### src/rtl/frame_commit_ctrl.sv
// rtl/frame_commit_ctrl.sv - raster timing generator with vertical-blank commit-window arbiter
module frame_commit_ctrl #(
    parameter int H_ACTIVE   = 800,
    parameter int H_FP       = 56,
    parameter int H_SYNC     = 120,
    parameter int H_BP       = 64,
    parameter int V_ACTIVE   = 600,
    parameter int V_FP       = 37,
    parameter int V_SYNC     = 6,
    parameter int V_BP       = 23,
    parameter bit HS_POL     = 1'b1,
    parameter bit VS_POL     = 1'b1,
    parameter int COMMIT_MAX = 64
) (
    input  logic        pclk,
    input  logic        rstn,
    input  logic        en,
    input  logic        req1,
    input  logic        req2,
    input  logic        done1,
    input  logic        done2,
    output logic        hen,
    output logic        ven,
    output logic        hsync,
    output logic        vsync,
    output logic [10:0] hcnt,
    output logic [9:0]  vcnt,
    output logic        frame_start,
    output logic [7:0]  frame_cnt,
    output logic        commit_open,
    output logic        gnt1,
    output logic        gnt2,
    output logic        timeout
);
    localparam logic [10:0] H_TOTAL  = 11'(H_ACTIVE + H_FP + H_SYNC + H_BP);
    localparam logic [10:0] H_ACT    = 11'(H_ACTIVE);
    localparam logic [10:0] HS_START = 11'(H_ACTIVE + H_FP);
    localparam logic [10:0] HS_END   = 11'(H_ACTIVE + H_FP + H_SYNC);
    localparam logic [9:0]  V_TOTAL  = 10'(V_ACTIVE + V_FP + V_SYNC + V_BP);
    localparam logic [9:0]  V_ACT    = 10'(V_ACTIVE);
    localparam logic [9:0]  VS_START = 10'(V_ACTIVE + V_FP);
    localparam logic [9:0]  VS_END   = 10'(V_ACTIVE + V_FP + V_SYNC);
    localparam int          GW       = $clog2(COMMIT_MAX + 1);
    localparam logic [GW-1:0] G_MAX  = GW'(COMMIT_MAX);
    localparam logic [GW-1:0] G_ONE  = GW'(1);

    typedef enum logic [1:0] {
        S_IDLE = 2'd0,
        S_G1   = 2'd1,
        S_G2   = 2'd2
    } state_t;

    logic [10:0]   r_h;
    logic [9:0]    r_v;
    logic [7:0]    r_fc;
    logic [10:0]   r_hcnt;
    logic [9:0]    r_vcnt;
    logic [7:0]    r_fcnt;
    logic          r_hen;
    logic          r_ven;
    logic          r_hsync;
    logic          r_vsync;
    logic          r_fs;
    logic          r_open;
    state_t        r_state;
    logic          r_rr;
    logic [GW-1:0] r_gcnt;
    logic          r_gnt1;
    logic          r_gnt2;
    logic          r_timeout;

    logic          w_h_last;
    logic          w_v_last;
    logic          w_limit;
    state_t        w_state_nxt;
    logic          w_rr_nxt;
    logic [GW-1:0] w_gcnt_nxt;
    logic          w_to_nxt;

    assign w_h_last = (r_h == H_TOTAL - 11'd1);
    assign w_v_last = (r_v == V_TOTAL - 10'd1);
    assign w_limit  = (r_gcnt == G_MAX);

    // Free-running raster position and frame number; frozen while en is low
    always_ff @(posedge pclk or negedge rstn) begin
        if (!rstn) begin
            r_h  <= '0;
            r_v  <= '0;
            r_fc <= '0;
        end else if (en) begin
            if (w_h_last) begin
                r_h <= '0;
                if (w_v_last) begin
                    r_v  <= '0;
                    r_fc <= r_fc + 8'd1;
                end else begin
                    r_v <= r_v + 10'd1;
                end
            end else begin
                r_h <= r_h + 11'd1;
            end
        end
    end

    // Registered decodes so every painter-facing output describes the same pixel
    always_ff @(posedge pclk or negedge rstn) begin
        if (!rstn) begin
            r_hcnt  <= '0;
            r_vcnt  <= '0;
            r_fcnt  <= '0;
            r_hen   <= 1'b0;
            r_ven   <= 1'b0;
            r_hsync <= ~HS_POL;
            r_vsync <= ~VS_POL;
            r_fs    <= 1'b0;
            r_open  <= 1'b0;
        end else begin
            r_hcnt  <= r_h;
            r_vcnt  <= r_v;
            r_fcnt  <= r_fc;
            r_hen   <= (r_h < H_ACT) && en;
            r_ven   <= (r_v < V_ACT) && en;
            r_hsync <= ((r_h >= HS_START) && (r_h < HS_END)) ? HS_POL : ~HS_POL;
            r_vsync <= ((r_v >= VS_START) && (r_v < VS_END)) ? VS_POL : ~VS_POL;
            r_fs    <= (r_h == 11'd0) && (r_v == 10'd0) && en;
            // Last blanking line is a guard line: window shuts one line early
            r_open  <= !en || ((r_v >= V_ACT) && (r_v < V_TOTAL - 10'd1));
        end
    end

    // Arbiter next state: round-robin grant, released by done, revoked by limit or window close
    always_comb begin
        w_state_nxt = r_state;
        w_rr_nxt    = r_rr;
        w_gcnt_nxt  = r_gcnt;
        w_to_nxt    = 1'b0;
        case (r_state)
            S_IDLE: begin
                if (r_open && req1 && (!r_rr || !req2)) begin
                    w_state_nxt = S_G1;
                    w_gcnt_nxt  = G_ONE;
                end else if (r_open && req2 && (r_rr || !req1)) begin
                    w_state_nxt = S_G2;
                    w_gcnt_nxt  = G_ONE;
                end
            end
            S_G1: begin
                if (done1) begin
                    w_state_nxt = S_IDLE;
                    w_rr_nxt    = 1'b1;
                end else if (w_limit || !r_open) begin
                    w_state_nxt = S_IDLE;
                    w_rr_nxt    = 1'b1;
                    w_to_nxt    = 1'b1;
                end else begin
                    w_gcnt_nxt = r_gcnt + G_ONE;
                end
            end
            S_G2: begin
                if (done2) begin
                    w_state_nxt = S_IDLE;
                    w_rr_nxt    = 1'b0;
                end else if (w_limit || !r_open) begin
                    w_state_nxt = S_IDLE;
                    w_rr_nxt    = 1'b0;
                    w_to_nxt    = 1'b1;
                end else begin
                    w_gcnt_nxt = r_gcnt + G_ONE;
                end
            end
            default: w_state_nxt = S_IDLE;
        endcase
    end

    // Arbiter state, pointer, grant counter and registered grant/timeout outputs
    always_ff @(posedge pclk or negedge rstn) begin
        if (!rstn) begin
            r_state   <= S_IDLE;
            r_rr      <= 1'b0;
            r_gcnt    <= '0;
            r_gnt1    <= 1'b0;
            r_gnt2    <= 1'b0;
            r_timeout <= 1'b0;
        end else begin
            r_state   <= w_state_nxt;
            r_rr      <= w_rr_nxt;
            r_gcnt    <= w_gcnt_nxt;
            r_gnt1    <= (w_state_nxt == S_G1);
            r_gnt2    <= (w_state_nxt == S_G2);
            r_timeout <= w_to_nxt;
        end
    end

    assign hen         = r_hen;
    assign ven         = r_ven;
    assign hsync       = r_hsync;
    assign vsync       = r_vsync;
    assign hcnt        = r_hcnt;
    assign vcnt        = r_vcnt;
    assign frame_start = r_fs;
    assign frame_cnt   = r_fcnt;
    assign commit_open = r_open;
    assign gnt1        = r_gnt1;
    assign gnt2        = r_gnt2;
    assign timeout     = r_timeout;

endmodule
### config.mk
export PLATFORM = sky130hd
export DESIGN_NAME = frame_commit_ctrl
export DESIGN_NICKNAME = d
export VERILOG_FILES = /design/src/rtl/frame_commit_ctrl.sv
export SDC_FILE = /design/constraint.sdc
export NUM_CORES = 1
export LEC_CHECK = 0
export ABC_AREA = 1
export CELL_PAD_IN_SITES_DETAIL_PLACEMENT = 2
export CELL_PAD_IN_SITES_GLOBAL_PLACEMENT = 2
export CORE_ASPECT_RATIO = 0.75
export CORE_MARGIN = 2
export CORE_UTILIZATION = 33
export CTS_CLUSTER_SIZE = 14
export DETAILED_ROUTE_END_ITERATION = 10
export PLACE_DENSITY = 0.89
export SYNTH_ARGS = -nofsm -noshare
export SYNTH_HDL_FRONTEND = slang
export SYNTH_SLANG_ARGS = --single-unit
### constraint.sdc
create_clock -name pclk -period 2.1 [get_ports pclk]
set_clock_uncertainty 0.05 [all_clocks]
set_input_delay 0.42 -clock pclk [delete_from_list [all_inputs] [get_ports pclk]]
set_output_delay 0.42 -clock pclk [all_outputs]
set_load 0.01 [all_outputs]
==> flow_summary.ini, run 1 <==
[critical_path]
cp-end-kind = output pin
arrival_ns = 1.40
path_max_fanout = 7
crit_family = buffers and inverters
critPathKind = reg2out
path_buf_inv = 1
cp.required_ns = 1.63
worstSetupStartpointType = flip-flop
cpPeakStageDelay_ns = 0.58
critPathSlowestCell = clkdlybuf4s50_1
crit_chain = clkdlybuf4s50_1

[synth]
yosysTopAreaCellShare = 0.519
synthFlopType = dfrtp_1
synthSimpleGateAreaFrac = 0.285
synth-edff-count = 0
synth_cells = 448
synth.mux.area_fraction = 0
yosysSeqAreaShare = 0.519
yosysMostFrequentCell = nand2_1
avgSynthCellArea_um2 = 8.29
synthTopCellsByCount = nand2_1, dfrtp_1, inv_1, nor2_1, nand3_1
synth_compound_area_frac = 0.0478
synth_top_family_by_area = simple AND/OR/NAND/NOR gates
syn-cell-area_um2 = 3720
synth_fa_ha_area_frac = 0.0438
synth_warnings = 0
async_flop_share = 1.00
yosysUniqueCellTypes = 25
synth-seq-cells = 77
synth_xor_xnor_area_share = 0.0330
synth_largest_area_cell = dfrtp_1
synth_area_leaders = dfrtp_1, nand2_1, inv_1
syn_nets = 468

[clocking]
cts_tree = built
postCtsHoldBufs = 0
cts.repair.resized = 0
cts_sinks = 77
cts_max_level = 3
cts-root-buf = clkbuf_16
clk_path_buf_depth = 2
numCtsBuffers = 9
clk_pin_slew_ns = 0.06
clkLatencyLatePin_ns = 0.34

[timing]
maxSlewViolCount = 0
slew_headroom = 0.655
fin_crit_sh = 0.891
whs_ns = 0.00412
worst_slack_ns = 0.230
max_freq_mhz = 535
fin_setup_tns_ns = 0
rsz0062_at_grt = false
hold_viol = 0
fin_crit_ns = 1.87
worst_pin_slew_ns = 0.518
setup-violations-final = 0

[drt]
viasPerCell = 4.93
ant_nets = 0
wl_um = 11800
remaining_drc_errors = 0
route.vias.total = 3199
drt_iter0_drc = 84
firstDrtPassIters = 4
wl_per_cell_um = 18.2

[floorplan]
core-area_um2 = 10900
rows = 33
num_io_pins = 45
start_util = 0.340
dieArea_um2 = 12100
fp.dieW_um = 127
die_y_um = 95.9

[global_route]
grt_pass1_vias = 3652
grt_util_all_layers = 0.212
gr-total-overflow = 0
grt_pass1_wl_um = 19500
antenna_found_initial = 0
grt_max_degree = 40

[power_and_ir_drop]
power_mw = 4.96
ir_drop_v = 0.000516
leakagePower_nw = 2.32
power.density_nw_per_um2 = 1060

[min_path]
min_path_type = in2async

[final_layout]
drive_gt1_frac = 0.0668
nets = 524
fill_cells = 1229
post-route-util = 0.429
diodes = 0
area_growth_pct = 26.2

[outcome]
outcome = finished clean

[run]
drv_cap = 0

[place]
dp_hpwl_um = 8560
post-place-ws_ns = -0.0260
globalplace.congestion = 0.915
io_buffers = 44
## cells in the final DEF (no fill, tap or decap), types with 2 or more instances in the layout
cell type / netlist / routed
dfrtp_1: 77 / 77
bufinv_16: 0 / 2
ha_1: 13 / 13
nand3b_1: 5 / 5
nor2_1: 40 / 40
nand2_1: 135 / 135
xor2_1: 11 / 11
o21ai_0: 26 / 26
clkbuf_8: 0 / 2
a21oi_1: 5 / 5
clkdlybuf4s50_1: 0 / 43
clkbuf_16: 0 / 9
inv_2: 2 / 2
xnor2_1: 3 / 3
nand3_1: 37 / 37
o21ai_1: 3 / 3
buf_4: 1 / 7
nand4_1: 8 / 8
inv_1: 61 / 61
clkinv_2: 0 / 2
nor2_4: 4 / 4
nor2_2: 2 / 2
nor3_1: 5 / 5
## sequential cells by signal, indices dropped and copies added (netlist names), 2 cells and up
register   count
vcnt          10
r_gcnt         7
frame_cnt      8
r_v           10
hcnt          11
r_state        2
r_h           11
r_fc           8
## metal layers
layer,GRT usage,vias up,part of all wire
met1,0.259,1627,0.45
li1,-,1510,-
met5,0,-,0
met3,0.0489,15,0.026
met2,0.374,47,0.51
met4,0.0705,0,0.016
## final timing paths
check                                  from            to  slack [ns]  cells after the start
worst max-delay path            commit_open   commit_open        0.23                      1
worst min-delay path                   rstn       hcnt[0]       0.004                      1
min in group pclk                    r_h[1]       hcnt[1]        0.39                      0
worst max register to register       r_v[1]       r_fc[4]        0.23                      7
worst min register to register       r_h[1]       hcnt[1]        0.39                      0
max in group asynchronous              rstn  frame_cnt[7]        1.38                      2
## report_power, final
group | switching, mW | internal, mW | leakage (nW) | total, mW
logic | 0.829 | 0.483 | 1.19 | 1.31
registers | 0.221 | 1.72 | 0.974 | 1.94
clock network | 0.612 | 1.10 | 0.163 | 1.71
## cell families (layout without fill, tap and decap cells)
kind of cell | count (synthesis) | after routing
buffers and inverters | 69 | 130
adders and majority gates | 13 | 13
DFF | 77 | 77
AOI/OAI and AO/OA | 35 | 35
xor gates and xnor gates | 14 | 14
and+or+nand+nor | 240 | 240
## what timing repair did
| action | 4_1_cts | 5_1_grt |
|---|---|---|
| setup endpoints to repair | 0 | 4 |
| setup buffers | 0 | 1 |
| hold endpoints to repair | 0 | 0 |
## final cells by class
type / instances / area [µm²] / share of cell area
inverters: 63 / 236 / 0.0504
well taps: 140 / 175 / 0.0374
multi-input cells: 302 / 1520 / 0.324
repair buffers: 51 / 503 / 0.107
clock buffers: 12 / 256 / 0.0547
flip-flops and latches: 77 / 1930 / 0.411
clock inverters: 4 / 70.1 / 0.0149
## stage by stage
stage,cells,cell area (µm²)
6_report,649,4690
2_1_floorplan,448,3720
4_1_cts,648,4680
5_1_grt,649,4690
3_3_place_gp,632,4360
3_5_place_dp,632,4360
Power figures use the tool's default switching activity.
==> run 2, diff against run 1 <==
Settings changed: PLACE_DENSITY 0.89 to 0.87.
==> run 2 against run 1 <==
Effect of this change: via count fell by 1.3%; clock-buffer cell count down 1; die area stayed put; wire length is 5.9% lower; largest cell class unchanged; first-iteration DRC count grew 60%; core utilization about the same; design area hardly changed.
==> flow_summary.ini, run 2 (synthesized netlist as in run 1, its figures left out) <==
[global_route]
gr-total-overflow = 0
use_met2 = 0.350
grt_util_all_layers = 0.199
grt_pass1_wl_um = 18700
grt_use_met3 = 0.0428
antenna_found_initial = 0
grt_max_degree = 38
grt_pass1_vias = 3531
met1_usage = 0.249
grt.busiest_layer = met2

[final_layout]
nets = 525
final_common_cell = nand2_1
layout_common_cells = nand2_1, dfrtp_1, inv_1, clkdlybuf4s50_1, nor2_1
area_growth_pct = 26.1
multiInputGateArea_um2 = 1520
fill_cells = 1225
regArea_um2 = 1930
drive_gt1_frac = 0.0668
diodes = 0
post-route-util = 0.428

[drt]
viasPerCell = 4.86
route.vias.total = 3156
drt_iter0_drc = 134
ant_nets = 0
wl_um = 11100
remaining_drc_errors = 0
wl_per_cell_um = 17.1
firstDrtPassIters = 4

[critical_path]
critPathSlowestCell = clkdlybuf4s50_1
cp-end-kind = output pin
crit_chain = clkdlybuf4s50_1
rrSetupSlack_ns = 0.26
critPathKind = reg2out
path_buf_inv = 1
cpPeakStageDelay_ns = 0.59
worstSetupStartpointType = flip-flop
r2r_cells = 7
path_max_fanout = 7
cp.required_ns = 1.63
crit_family = buffers and inverters
r2r_start = r_v[1]
arrival_ns = 1.39
rr_endpoint = r_fc[6]

[timing]
slew_headroom = 0.658
rsz0062_at_grt = false
fin_crit_ns = 1.86
fin_crit_sh = 0.885
whs_ns = 0.00469
fin_setup_tns_ns = 0
worst_pin_slew_ns = 0.513
setup-violations-final = 0
hold_viol = 0
max_freq_mhz = 538
maxSlewViolCount = 0

[floorplan]
dieArea_um2 = 12100
num_io_pins = 45
start_util = 0.340
rows = 33
core-area_um2 = 10900
die_y_um = 95.9
fp.dieW_um = 127

[clocking]
cts-root-buf = clkbuf_16
clk_path_buf_depth = 2
numCtsBuffers = 9
cts_max_level = 3
clkLatencyLatePin_ns = 0.34
cts_tree = built
cts_sinks = 77
clk_pin_slew_ns = 0.06
cts.repair.resized = 0

[min_path]
min_path_type = in2async

[power_and_ir_drop]
p_sw_frac = 0.334
leakagePower_nw = 2.32
p_sw_mw = 1.63
power_frac_comb = 0.259
power_mw = 4.89
pwr-share-seq = 0.399
ir_drop_v = 0.000577
p_clk_frac = 0.342
power.density_nw_per_um2 = 1040
p_int_mw = 3.26

[run]
drv_cap = 0

[place]
dp_hpwl_um = 7830
globalplace.congestion = 0.881
io_buffers = 44

[outcome]
outcome = finished clean
## run 2: changes by cell type in the layout (fill, tap and decap cells not counted), sizes merged
cell / change
buf: +1
clkbuf: -1
clkinv: -1
clkinvlp: +1
## run 2: what timing repair did
item                                    CTS  global route
setup buffers                             0             1
hold endpoints to repair                  0             0
endpoints found under the setup margin    0             4
hold buffers                              0             0
## run 2: stage by stage
| stage | setup slack [ns] | instances | cell area [µm²] |
|---|---|---|---|
| 6_report | 0.242 | 649 | 4690 |
| 2_1_floorplan | 0.601 | 448 | 3720 |
| 5_1_grt | 0.0799 | 649 | 4690 |
| 3_3_place_gp | 0.148 | 633 | 4360 |
| 3_5_place_dp | 0.0517 | 633 | 4360 |
| 4_1_cts | 0.150 | 648 | 4680 |
## run 2: power by group through the flow
stage,logic (mW),clock network (mW),registers (mW)
final,1.27,1.68,1.95
after global routing,1.44,1.77,1.99
after CTS,1.29,1.71,1.95
after detailed placement,1.26,0,1.97
after global placement,1.19,0,1.95
after floorplan,0.709,0,1.94
## run 2: how the worst max path moves through the flow
stage                           start     endpoint  slack, ns  cells after the start
after CTS                      r_v[1]       r_v[2]       0.15                      7
final                     commit_open  commit_open       0.24                      1
after global placement             en       r_h[8]       0.15                      7
after global routing           r_v[1]      r_fc[4]       0.08                      7
after detailed placement           en       r_h[5]       0.05                      7
after floorplan            r_state[0]    r_gcnt[5]       0.60                      6
## run 2: layer usage
layer  wire length, µm  vias to the layer above
met2              5550                       47
met4               133                        0
met5                 0                        -
met1              5070                     1589
li1                  -                     1509
met3               356                       11
## run 2: cell type report
type | count | area share
flip-flops and latches | 77 | 0.411
multi-input cells | 302 | 0.325
repair buffers | 52 | 0.109
clock buffers | 11 | 0.0518
inverters | 63 | 0.0505
well taps | 140 | 0.0374
clock inverters | 4 | 0.0155
